===== src/rtl/snake_body_sequencer.sv =====
// Snake game body sequencer: moves the snake one cell per tick, handles eating,
// food re-placement through an external PRNG, collisions and the LED bitmap.
module snake_body_sequencer #(
    parameter int          START_LEN = 3,
    parameter logic [5:0]  INIT_FOOD = 6'd29
) (
    input  logic        clka,
    input  logic        restart,
    input  logic        tick,
    input  logic        no_update,
    input  logic [1:0]  direction,
    input  logic [5:0]  prng_value,
    input  logic        prng_valid,
    output logic        prng_req,
    output logic        done,
    output logic        game_end,
    output logic [63:0] led_array_flat,
    output logic [6:0]  length
);

    typedef enum logic [2:0] {
        IDLE     = 3'd0,
        STEP     = 3'd1,
        FOOD_REQ = 3'd2,
        FOOD_CHK = 3'd3,
        DONE     = 3'd4
    } state_t;

    localparam logic [63:0] INIT_OCC      = ((64'd1 << START_LEN) - 64'd1) << 25;
    localparam logic [5:0]  INIT_HEAD     = 6'(24 + START_LEN);
    localparam logic [5:0]  INIT_HEAD_PTR = 6'(START_LEN - 1);

    state_t      state;
    state_t      state_next;

    logic [5:0]  body_mem [64];
    logic [5:0]  head_ptr;
    logic [5:0]  tail_ptr;
    logic [5:0]  head_pos;
    logic [5:0]  tail_pos;
    logic [5:0]  food;
    logic [5:0]  cand;
    logic [63:0] occ;
    logic        blink;
    logic [1:0]  dir_latch;
    logic [3:0]  seed_valid;

    logic [5:0]  next_pos;
    logic [5:0]  wr_addr;
    logic        eat;
    logic        collide;
    logic        mem_we;

    function automatic logic [5:0] step_pos(input logic [5:0] p, input logic [1:0] d);
        logic [2:0] r;
        logic [2:0] c;
        r = p[5:3];
        c = p[2:0];
        case (d)
            2'd0:    r = r + 3'd1;
            2'd1:    r = r - 3'd1;
            2'd2:    c = c - 3'd1;
            default: c = c + 3'd1;
        endcase
        return {r, c};
    endfunction

    assign next_pos = step_pos(head_pos, dir_latch);
    assign eat      = (next_pos == food);
    // Moving into the tail cell is legal only when the tail is about to vacate it.
    assign collide  = occ[next_pos] && !((next_pos == tail_pos) && !eat);
    assign wr_addr  = head_ptr + 6'd1;
    assign mem_we   = (state == STEP) && !collide;

    // Buffer slots 0..3 hold the reset body until the head first overwrites them.
    always_comb begin
        if ((tail_ptr < 6'd4) && seed_valid[tail_ptr[1:0]]) begin
            tail_pos = 6'd25 + tail_ptr;
        end else begin
            tail_pos = body_mem[tail_ptr];
        end
    end

    always_ff @(posedge clka) begin
        if (mem_we) begin
            body_mem[wr_addr] <= next_pos;
        end
    end

    always_ff @(posedge clka or posedge restart) begin
        if (restart) begin
            state <= IDLE;
        end else begin
            state <= state_next;
        end
    end

    always_comb begin
        state_next = state;
        case (state)
            IDLE: begin
                if (tick) begin
                    state_next = (no_update || game_end) ? DONE : STEP;
                end
            end
            STEP: begin
                if (collide) begin
                    state_next = DONE;
                end else if (eat && (length != 7'd63)) begin
                    state_next = FOOD_REQ;
                end else begin
                    state_next = DONE;
                end
            end
            FOOD_REQ: begin
                if (prng_valid) begin
                    state_next = FOOD_CHK;
                end
            end
            FOOD_CHK: state_next = occ[cand] ? FOOD_REQ : DONE;
            DONE:     state_next = IDLE;
            default:  state_next = IDLE;
        endcase
    end

    always_comb begin
        done     = (state == DONE);
        prng_req = (state == FOOD_REQ);
    end

    always_ff @(posedge clka or posedge restart) begin
        if (restart) begin
            head_ptr   <= INIT_HEAD_PTR;
            tail_ptr   <= 6'd0;
            head_pos   <= INIT_HEAD;
            food       <= INIT_FOOD;
            cand       <= 6'd0;
            occ        <= INIT_OCC;
            blink      <= 1'b0;
            dir_latch  <= 2'd3;
            seed_valid <= 4'hF;
            game_end   <= 1'b0;
            length     <= 7'(START_LEN);
        end else begin
            case (state)
                IDLE: begin
                    if (tick) begin
                        if (no_update) begin
                            blink <= ~blink;
                        end else begin
                            blink     <= 1'b0;
                            dir_latch <= direction;
                        end
                    end
                end
                STEP: begin
                    if (collide) begin
                        game_end <= 1'b1;
                    end else begin
                        // Tail clear precedes head set so a tail-chase leaves the cell lit.
                        if (!eat) begin
                            occ[tail_pos] <= 1'b0;
                            tail_ptr      <= tail_ptr + 6'd1;
                        end else begin
                            length <= length + 7'd1;
                            if (length == 7'd63) begin
                                game_end <= 1'b1;
                            end
                        end
                        occ[next_pos] <= 1'b1;
                        head_ptr      <= wr_addr;
                        head_pos      <= next_pos;
                        if (wr_addr < 6'd4) begin
                            seed_valid[wr_addr[1:0]] <= 1'b0;
                        end
                    end
                end
                FOOD_REQ: begin
                    if (prng_valid) begin
                        cand <= prng_value;
                    end
                end
                FOOD_CHK: begin
                    if (!occ[cand]) begin
                        food <= cand;
                    end
                end
                default: ;
            endcase
        end
    end

    always_comb begin
        led_array_flat       = occ;
        led_array_flat[food] = 1'b1;
        if (blink) begin
            led_array_flat[head_pos] = 1'b0;
        end
    end

endmodule

===== config.mk =====
export PLATFORM = sky130hd
export DESIGN_NAME = snake_body_sequencer
export DESIGN_NICKNAME = d
export VERILOG_FILES = /design/src/rtl/snake_body_sequencer.sv
export SDC_FILE = /design/constraint.sdc
export NUM_CORES = 1
export LEC_CHECK = 0
export BUFFER_PORTS_ARGS = -buffer_cell sky130_fd_sc_hd__buf_2
export CAP_MARGIN = 15
export CORE_UTILIZATION = 40
export CTS_CLUSTER_SIZE = 20
export DETAILED_ROUTE_END_ITERATION = 8
export PLACE_DENSITY = 0.63
export SLEW_MARGIN = 5
export SYNTH_ARGS = -nofsm -noshare
export SYNTH_HDL_FRONTEND = slang
export SYNTH_SLANG_ARGS = --single-unit

===== constraint.sdc =====
create_clock -name clka -period 7.4 [get_ports clka]
set_input_delay 1.48 -clock clka [delete_from_list [all_inputs] [get_ports clka]]
set_output_delay 1.48 -clock clka [all_outputs]
set_load 0.02 [all_outputs]

### Word-level counts from Yosys, hierarchy flattened

Memory sizes are Yosys's and may differ from the RTL's.
Index checks and enable logic that the tools add are counted.

| cells by class | value |
|---|---|
| bitwise operators | 13 |
| reduce and logical (&&, ||, !) cells | 29 |
| add/subtract/negate cells | 8 |
| mux-type cells | 36 |
| eq/ne operators | 12 |
| magnitude comparators | 14 |

Operators by type and width:

| kind | count |
|---|---|
| 2-to-1 mux 64 bit | 4 |
| AND 64 bit | 2 |
| NOT 64 bit | 2 |
| bitwise OR 64 bit | 2 |
| less-than comparator 6 x 7 -> 1 bit (second input constant) | 5 |
| demux 1 bit (select 6 bit) | 4 |
| >= comparator 6 x 1 -> 1 bit (second input constant) | 4 |
| 2-to-1 mux 3 bit | 6 |
| AND reduction 3 bit | 5 |
| 2-to-1 mux 1 bit | 14 |
| adder 6 x 1 -> 6 bit (second input constant) | 2 |
| binary-select mux 1 bit (select 6 bit) | 2 |
| equality test 6 bit | 2 |
| less-than comparator 6 x 3 -> 1 bit (second input constant) | 2 |
| case mux 3 bit (2 select lines) | 2 |
| case mux 3 bit (4 select lines) | 1 |
| logical AND 1 bit | 10 |
| AND reduction 2 bit | 5 |
| adder 7 x 1 -> 7 bit (second input constant) | 1 |
| equality test 7 x 6 -> 1 bit (second input constant) | 1 |
| != test 7 x 6 -> 1 bit (second input constant) | 1 |
| adder 3 x 1 -> 3 bit (second input constant) | 2 |
| adder 5 x 6 -> 6 bit (first input constant) | 1 |
| equality test 3 x 2 -> 1 bit (second input constant) | 2 |
| 20 further kinds | 30 |

| word-level totals | value |
|---|---|
| bits of input ports | 13 |
| RAM bits | 384 |
| memories | 1 |
| bits in registers | 112 |
| logic and storage cells | 125 |

Memory list:

| name | depth | width | read ports | clocked after memory_dff | wr ports | RTL line | source |
|---|---|---|---|---|---|---|---|
| body_mem | 64 | 6 | 1 | 0 | 1 | 36 | `logic [5:0] body_mem [64];` |

### Logic depth before layout (Yosys ltp)

Gate-level depths: netlist of run 1.

| logic depth | value |
|---|---|
| word-level depth | 14 |
| mapped depth | 20 |
| mapped depth without buffers | 14 |

### Worst setup path after synthesis of run 1

OpenSTA, ideal clock, no wires.

| path | value |
|---|---|
| kind | register to register |
| start | register dir_latch[1] |
| end | memory body_mem[38][0] (enable) |
| cell stages (with the launch flop) | 20 |
| setup time | 0.386 ns |
| arrival | 5.134 ns |
| required time | 7.014 ns |
| clock period less this slack | 5.520 ns |
| path slack | 1.880 ns |
| cells stage by stage | dfstp_2 -> inv_2 -> clkbuf_1 -> nor2_1 -> fa_1 -> clkbuf_1 -> mux2i_1 -> inv_1 -> buf_2 -> nor2_1 -> a22o_1 -> a21oi_1 -> o221ai_1 -> o2111a_1 -> or4_4 -> o32a_1 -> buf_6 -> buf_6 -> buf_6 -> nor4_1 |

| on the way | value |
|---|---|
| longest elaborated chain between the ends | 12 |

RTL lines:

| what | RTL line | source |
|---|---|---|
| start, declared | 45 | `logic [1:0] dir_latch;` |
| start signal, assigned | 152 | `dir_latch <= direction;` |
| equality test 2 x 1 -> 1 bit or zero test 2 bit (tied branches) | 59 | `case (d)` |
| OR reduction 2 bit (no source line) | n/a |  |
| case mux 3 bit (2 select lines) (*) | 59 |  |
| net next_pos[1] | 48 | `logic [5:0] next_pos;` |
| branches (longest 4 deep; another with binary-select mux 1 bit (select 6 bit)) | n/a |  |
| logical AND 1 bit (*) | 71 | `assign collide = occ[next_pos] && !((next_pos == tail_pos) && !eat);` |
| zero test 1 bit (*) | 73 | `assign mem_we = (state == STEP) && !collide;` |
| logical AND 1 bit (*) | 73 |  |
| 2-to-1 mux 1 bit (*) | 85 | `if (mem_we) begin` |
| 2-to-1 mux 1 bit (not written as such) (*) | 86 | `body_mem[wr_addr] <= next_pos;` |
| end, declared | 36 |  |

Mark *: on every way through the listed nets, which the timed path passes. The select of a mux whose other input is x is not followed.

### Final worst setup path of run 1

| path | value |
|---|---|
| start | register tail_ptr[0] |
| end | memory body_mem[48][0] (enable) |

| on the way | value |
|---|---|
| longest elaborated chain between the ends | 12 |

RTL lines:

| what | RTL line | source |
|---|---|---|
| start, declared | 38 | `logic [5:0] tail_ptr;` |
| start signal, assigned | 163 | `tail_ptr <= tail_ptr + 6'd1;` |
| branches (longest 3 deep; another with memory read (64 x 6 bit)) | n/a |  |
| 2-to-1 mux 6 bit (*) | 77 | `if ((tail_ptr < 6'd4) && seed_valid[tail_ptr[1:0]]) begin` |
| equality test 6 bit (*) | 71 |  |
| logical AND 1 bit (*) | 71 |  |
| zero test 1 bit (*) | 71 |  |
| logical AND 1 bit (*) | 71 |  |
| zero test 1 bit (*) | 73 |  |
| logical AND 1 bit (*) | 73 |  |
| 2-to-1 mux 1 bit (*) | 85 |  |
| 2-to-1 mux 1 bit (not written as such) (*) | 86 |  |

Mark *: on every way between the ends. The select of a mux whose other input is x is not followed.

==> results by group, run 1 <==
Outcome
  • Status: complete, no violations

Worst setup path
  • Crit start category: register
  • Crit path to: body_mem[48][0]
  • R2r startpoint: tail_ptr[0]
  • CP startpoint: tail_ptr[0]
  • Critical Path AT: 6.56 ns
  • FF-to-FF path depth: 11
  • R2R Setup Slk: between 1 and 1.5 ns
  • FF-to-FF End: body_mem[48][0]
  • CP Max Fanout: 50
  • Worst EP required: between 7 and 8 ns
  • CP Capture Type: register
  • Critical path type: reg -> reg

Power and ir drop
  • Lkg Pwr: about 9.2 nW
  • Power per cell area: 465.5 mW/mm^2
  • Overall Power: ~12 mW
  • Peak supply drop: between 500 and 600 uV

Yosys
  • Yosys reg bits: approximately 500
  • Mapped Cells: around 1700
  • Dominant synthesized flop cell: edfxtp_1
  • Syn Nets: roughly 1700
  • Number of synthesized flops with an enable pin: 384
  • Seq/Total Area, Yosys: between 60 and 70%
  • Synthesis Warnings: 0
  • Post-synthesis instance area: between 0.02 and 0.025 sq mm
  • Unique masters post-synth: 79
  • Avg Cell Area, Syn: roughly 14 sq um
  • Async S/R FF share, synth: around 23%

GRT
  • Grt ovf: 0
  • Vias in the first global route: 15780
  • Antenna violations before repair: 0
  • Largest net degree at the start of global routing: 75
  • First-pass GRT wire length: around 110 mm
  • GRT Total Usage: 23.75%

CTS
  • Post-CTS Hold Fix Bufs: 0
  • Clk sinks: around 500
  • Reg clk slew, reported paths: around 0.060 ns
  • CTS max path bufs: 3
  • CTS tree: done
  • Post-cts resize count: 0
  • Root buf cell: clkbuf_16
  • Postcts setup bufs: 0
  • CTS Buf Count: 52
  • Worst skew pair latency: around 0.63 ns
  • H-tree levels: 2

STA
  • Final Setup Violations: 0
  • Max-slew violation count: 0
  • RSZ-0062 raised after global routing: no
  • Tmin final: ~6.3 ns
  • Relative slew slack: about 17%
  • Final hold violations: 0
  • Slew @ Worst Pin: 1.238 ns
  • FMAX: between 0.15 and 0.2 GHz
  • Worst Skew: roughly 0.037 ns
  • Period utilization: 85.63%
  • Setup TNS: 0 ns

Route
  • ANT nets after route: 0
  • DRT Wirelength: approximately 72 mm
  • DR WL/cell: 27.76 um
  • Iter 0 DRT Violations: approximately 2100
  • Drt drc: 0
  • Vias per cell: around 6.3
  • Vias: between 15000 and 20000
  • DRT Pass-1 Iters: 5

Hold path
  • Hold WC Path Type: reg -> reg

Floorplan
  • Die area: between 0.05 and 0.06 sq mm
  • Standard-cell rows: 88
  • Die width: ~240 um
  • Core Region: between 0.05 and 0.06 sq mm
  • Die span in y: 244.0 um
  • I/O pin total: 87
  • Initial Util: between 40% and 50%

Final layout
  • Synthesis-to-layout area growth: 12.30%
  • Fraction of layout cells with a size suffix above 1: a little over a fifth
  • Fill cell count: 5125
  • Util after Layout: between 40% and 50%
  • Diodes inserted: 0
  • Layout Nets: around 1800

Job
  • MaxCap Viol Count: 0

Place
  • GP Congestion: roughly 0.97
  • DP Wirelength: 46.99 mm
  • IO Port Bufs: 86
[through the flow]
step	setup slack, ns	area (sq um)	instances	hold WS, ns
after floorplan	1.880	23430	1699	0.4188
after global placement	1.331	24450	2452	0.4339
after detailed placement	1.070	24460	2453	0.4325
after CTS	1.070	26170	2548	0.4415
after global routing	0.8387	26320	2577	0.4692
final	1.064	26320	2577	0.4400
[cells in the mapped netlist (all sizes together) (22+ instances only)]
master / n / share of area (%)
inv: 30 / 0.48
nand2: 91 / 1.5
nor3: 33 / 0.83
o41ai: 22 / 0.82
edfxtp: 384 / 49
nand4: 25 / 0.67
mux2: 27 / 1.3
mux2i: 92 / 3.9
buf: 57 / 1.8
clkbuf: 72 / 1.2
mux4: 81 / 7.8
a21oi: 147 / 3.1
a22o: 37 / 1.4
nand3: 52 / 1.1
a22oi: 39 / 1.2
dfrtp: 92 / 9.8
o21ai: 40 / 0.85
nor2: 68 / 1.1
nor4: 72 / 2.0
[worst min-delay path by stage]
stage	to	cells past startpoint	start
after floorplan	seed_valid[2]	2	seed_valid[2]
after global placement	seed_valid[2]	2	seed_valid[2]
after global routing	seed_valid[2]	2	seed_valid[2]
after detailed placement	seed_valid[2]	2	seed_valid[2]
final	seed_valid[2]	2	seed_valid[2]
after CTS	seed_valid[2]	2	seed_valid[2]
[kinds of logic after synthesis]
| group | Yosys count | synth area share (%) |
|---|---|---|
| DFF | 496 | 61.27 |
| buffers and inverters | 160 | 3.449 |
| AOI/OAI and AO/OA | 371 | 10.57 |
| xor gates and xnor gates | 40 | 1.586 |
| muxes | 200 | 13.01 |
| adders and majority gates | 8 | 0.4912 |
| and+or+nand+nor | 424 | 9.616 |
[metal layers]
layer	GRT usage [%]	share of wire, %	vias up
li1	-	-	6904
met1	33.76	41	8252
met2	36.95	46	1021
met3	4.225	9.5	169
met4	7.610	3.1	0
met5	0	0	-
[critical path, stage by stage, from the launching register on]
cell,delay (ns)
dfrtp_4,0.99
buf_4,0.35
mux4_2,0.52
mux2i_1,0.18
o2111ai_1,0.13
o311a_1,0.21
o32ai_2,0.95
a2bb2oi_1,0.20
nand4_1,0.26
o32a_2,0.72
buf_4,0.34
nor4_1,1.03
[layout by cell type (no fill, tap or decap), types with 18 or more instances in the layout]
cell	n
nand3_1	51
o21ai_0	27
inv_1	23
mux2i_1	92
clkbuf_2	29
dfrtp_1	90
a22o_1	37
nand2_1	91
xnor2_1	18
nor3_1	25
a21oi_1	146
nand4_1	25
clkbuf_16	52
xor2_1	18
a22oi_1	39
mux4_2	81
o41ai_1	22
buf_2	86
nor2_1	68
and2_1	19
dfstp_2	20
edfxtp_1	384
buf_4	29
mux2_2	26
nor4_1	69
[power breakdown]
part | switching [mW] | internal, mW | total (mW) | leakage, nW
clock network | 1.12 | 1.48 | 2.60 | 0.826
logic | 3.75 | 1.47 | 5.22 | 3.48
registers | 0.500 | 3.93 | 4.43 | 4.93
total | 5.37 | 6.87 | 12.2 | 9.24
[cell type report]
class / count / area (sq um) / area share [%]
flip-flops and latches: 496 / 14370 / 54.59
well taps: 765 / 957.2 / 3.637
clock inverters: 26 / 274.0 / 1.041
multi-input cells: 1043 / 8308 / 31.57
inverters: 31 / 121.4 / 0.4612
repair buffers: 147 / 853.3 / 3.243
clock buffers: 69 / 1435 / 5.454
[flip-flops by register name, indices dropped and copies added, names as in the netlist]
| name | cells |
|---|---|
| cand | 6 |
| food | 6 |
| game_end | 1 |
| tail_ptr | 6 |
| head_pos | 6 |
| head_ptr | 6 |
| blink | 1 |
| dir_latch | 2 |
| body_mem | 384 |
| state | 3 |
| seed_valid | 4 |
| occ | 64 |
| length | 7 |
Power figures use the tool's default switching activity.
==> run 2, diff against run 1 <==
--- a/config.mk
+++ b/config.mk
@@ -10,7 +10,6 @@
 export CORE_UTILIZATION = 40
 export CTS_CLUSTER_SIZE = 20
 export DETAILED_ROUTE_END_ITERATION = 8
-export PLACE_DENSITY = 0.63
 export SLEW_MARGIN = 5
 export SYNTH_ARGS = -nofsm -noshare
 export SYNTH_HDL_FRONTEND = slang
==> constraint.sdc (replaced) <==
create_clock -name clka -period 7.4 [get_ports clka]
set_input_delay 0.74 -clock clka [delete_from_list [all_inputs] [get_ports clka]]
set_output_delay 0.74 -clock clka [all_outputs]
set_load 0.02 [all_outputs]
==> run 2 against run 1 <==
Clock power hardly changed. Combinational power is essentially flat. Routed wire length fell by 0.56%. Final cell count up 0.39%. Sequential cell count stayed put. Setup slack improved by 0.015 ns. Global-route usage shrank 0.14 points. Largest cell class unchanged.
==> results by group, run 2 (synthesis results as in run 1) <==
Final layout
  • Layout Nets: 1798 (+0.33%)
  • Max FFs per register: 384 (unchanged)
  • Largest Register: body_mem
  • Diodes inserted: 0 (unchanged)
  • Util after Layout: 45.61% (+0.084 points)
  • Largest registers: body_mem: 384 flops, occ: 64 flops, length: 7 flops
  • Most frequent cells in the layout: edfxtp_1, a21oi_1, mux2i_1
  • Fill cell count: 5174 (+0.96%)
  • Commonest non-fill, non-tap cell in the layout: edfxtp_1
  • Synthesis-to-layout area growth: 12.50%
  • Fraction of layout cells with a size suffix above 1: 22.06% (+0.82 points)

GRT
  • GRT Total Usage: 23.61% (-0.14 points)
  • Grt ovf: 0 (unchanged)
  • First-pass GRT wire length: 105.4 mm (-0.84%)
  • Met3 usage: 4.598% (+0.37 points)
  • M2 GR Usage: 37.15% (+0.20 points)
  • Vias in the first global route: 15700 (-0.51%)
  • Largest net degree at the start of global routing: 75 (unchanged)
  • GRT Max-Usage Layer: met2
  • Antenna violations before repair: 0 (unchanged)
  • Met1 Use GR: 32.96% (-0.81 points)

STA
  • Setup TNS: 0 ns (unchanged)
  • FMAX: 0.1582 GHz (+0.24%)
  • Worst Skew: 0.04329 ns (+0.006254 ns)
  • Max-slew violation count: 0 (unchanged)
  • Final worst slack: 1.079 ns (+0.01491 ns)
  • Final hold violations: 0 (unchanged)
  • Final Setup Violations: 0 (unchanged)
  • Period utilization: 85.42% (-0.20 points)
  • Relative slew slack: 17.81% (+0.36 points)
  • Slew @ Worst Pin: 1.233 ns (-0.005376 ns)
  • Tmin final: 6.321 ns (-0.01491 ns)
  • RSZ-0062 raised after global routing: no

Route
  • Vias per cell: 6.261 (-1.3%)
  • DRT Pass-1 Iters: 8 (+3)
  • DRT Wirelength: 71.14 mm (-0.56%)
  • DR WL/cell: 27.50 um (-0.95%)
  • Vias: 16200 (-0.91%)
  • Iter 0 DRT Violations: 1847 (-11%)
  • ANT nets after route: 0 (unchanged)
  • Drt drc: 0 (unchanged)

Worst setup path
  • Most frequent CP cell: nor2_1
  • Critical Path AT: 6.55 ns (about the same)
  • CP Max Fanout: 43 (-14%)
  • Crit start category: register
  • CP Cell Sequence: inv_2 -> nor2_1 -> fa_1 -> xor2_2 -> o21a_1 -> nor2_1 -> buf_4 -> inv_2 -> nor2_1 -> a311o_1 -> o2111a_1 -> or4_4 -> o32a_2 -> buf_4 -> nor4_1
  • CP startpoint: dir_latch[1]
  • Crit-path max cell delay: 1.02 ns (about the same)
  • Top Family by Delay on Critical Path: simple AND/OR/NAND/NOR gates
  • Critical path type: reg -> reg
  • CP max-delay cell: nor4_1
  • CP Capture Type: register
  • CP bufs+invs: 4 (+2)
  • R2r startpoint: dir_latch[1]
  • Worst EP required: 7.63 ns (about the same)

Place
  • Placement Setup Slack: 1.024 ns (-0.04602 ns)
  • GP Congestion: 1.023 (+5.7%)
  • IO Port Bufs: 86 (unchanged)
  • DP Wirelength: 46.77 mm (-0.46%)

CTS
  • Worst skew pair latency: 0.64 ns (about the same)
  • Postcts setup bufs: 0 (unchanged)
  • Reg clk slew, reported paths: 0.06 ns (about the same)
  • Post-cts resize count: 0 (unchanged)
  • CTS tree: done
  • H-tree levels: 2 (unchanged)
  • Post-CTS Hold Fix Bufs: 0 (unchanged)
  • CTS Buf Count: 53 (+1.9%)
  • CTS max path bufs: 3 (unchanged)
  • Root buf cell: clkbuf_16
  • Clk sinks: 496 (unchanged)

Floorplan
  • Initial Util: 40.54% (unchanged)
  • I/O pin total: 87 (unchanged)
  • Core Region: 0.05781 sq mm (unchanged)
  • Standard-cell rows: 88 (unchanged)
  • Die area: 0.05956 sq mm (unchanged)
  • Die span in y: 244.0 um (unchanged)
  • Die width: 244.0 um (unchanged)

Hold path
  • Hold WC Path Type: in -> async

Job
  • MaxCap Viol Count: 0 (unchanged)

Power and ir drop
  • Peak supply drop: 347.6 uV (-38%)
  • Power per cell area: 464.6 mW/mm^2 (-0.19%)
  • Lkg Pwr: 9.270 nW (+0.34%)

Outcome
  • Status: complete, no violations
==> run 2: cell count changes in the layout (fill, tap and decap cells not counted), sizes merged <==
cell	delta
clkbuf	+2
clkinvlp	+1
buf	+7
clkinv	-2
bufinv	-1
inv	+3
==> run 2: path summary, 6_finish.rpt <==
kind	to	slack, ns	depth (start not counted)
max	body_mem[58][0]	1.08	15
min	cand[5]	0.16	2
max reg2reg	body_mem[58][0]	1.08	15
min reg2reg	seed_valid[2]	0.45	2
max in group asynchronous	tail_ptr[1]	5.80	3
min in group clka	cand[0]	0.33	2
==> run 2: power by group <==
| part | internal, mW | total [mW] | switching (mW) |
|---|---|---|---|
| combinational | 1.48 | 5.22 | 3.73 |
| clock | 1.47 | 2.61 | 1.14 |
| sequential | 3.92 | 4.42 | 0.495 |
==> run 2: per-stage QoR <==
| stage | instances | hold WS, ns | total power [mW] | instance area (sq um) |
|---|---|---|---|---|
| 3_5_place_dp | 2458 | 0.4386 | 9.583 | 24460 |
| 4_1_cts | 2558 | 0.1746 | 12.19 | 26190 |
| 2_1_floorplan | 1699 | 0.4188 | 7.610 | 23430 |
| 3_3_place_gp | 2454 | 0.4321 | 9.540 | 24440 |
| 6_report | 2587 | 0.1591 | 12.25 | 26360 |
| 5_1_grt | 2587 | 0.2007 | 12.70 | 26360 |
==> run 2: cell type report <==
| cell class | instances | area, sq um | share of cell area [%] |
|---|---|---|---|
| sequential | 496 | 14370 | 54.49 |
| multi-input combinational | 1043 | 8328 | 31.59 |
| clock buffer | 73 | 1461 | 5.543 |
| tap | 765 | 957.2 | 3.631 |
| timing repair buffer | 152 | 870.8 | 3.303 |
| clock inverter | 27 | 259.0 | 0.9824 |
| inverter | 31 | 121.4 | 0.4603 |
==> run 2: metal layers <==
layer / share of wire [%] / wire length, um
met3: 9.5 / 6733
met1: 41 / 29180
met2: 47 / 33180
met5: 0 / 0
met4: 2.9 / 2047
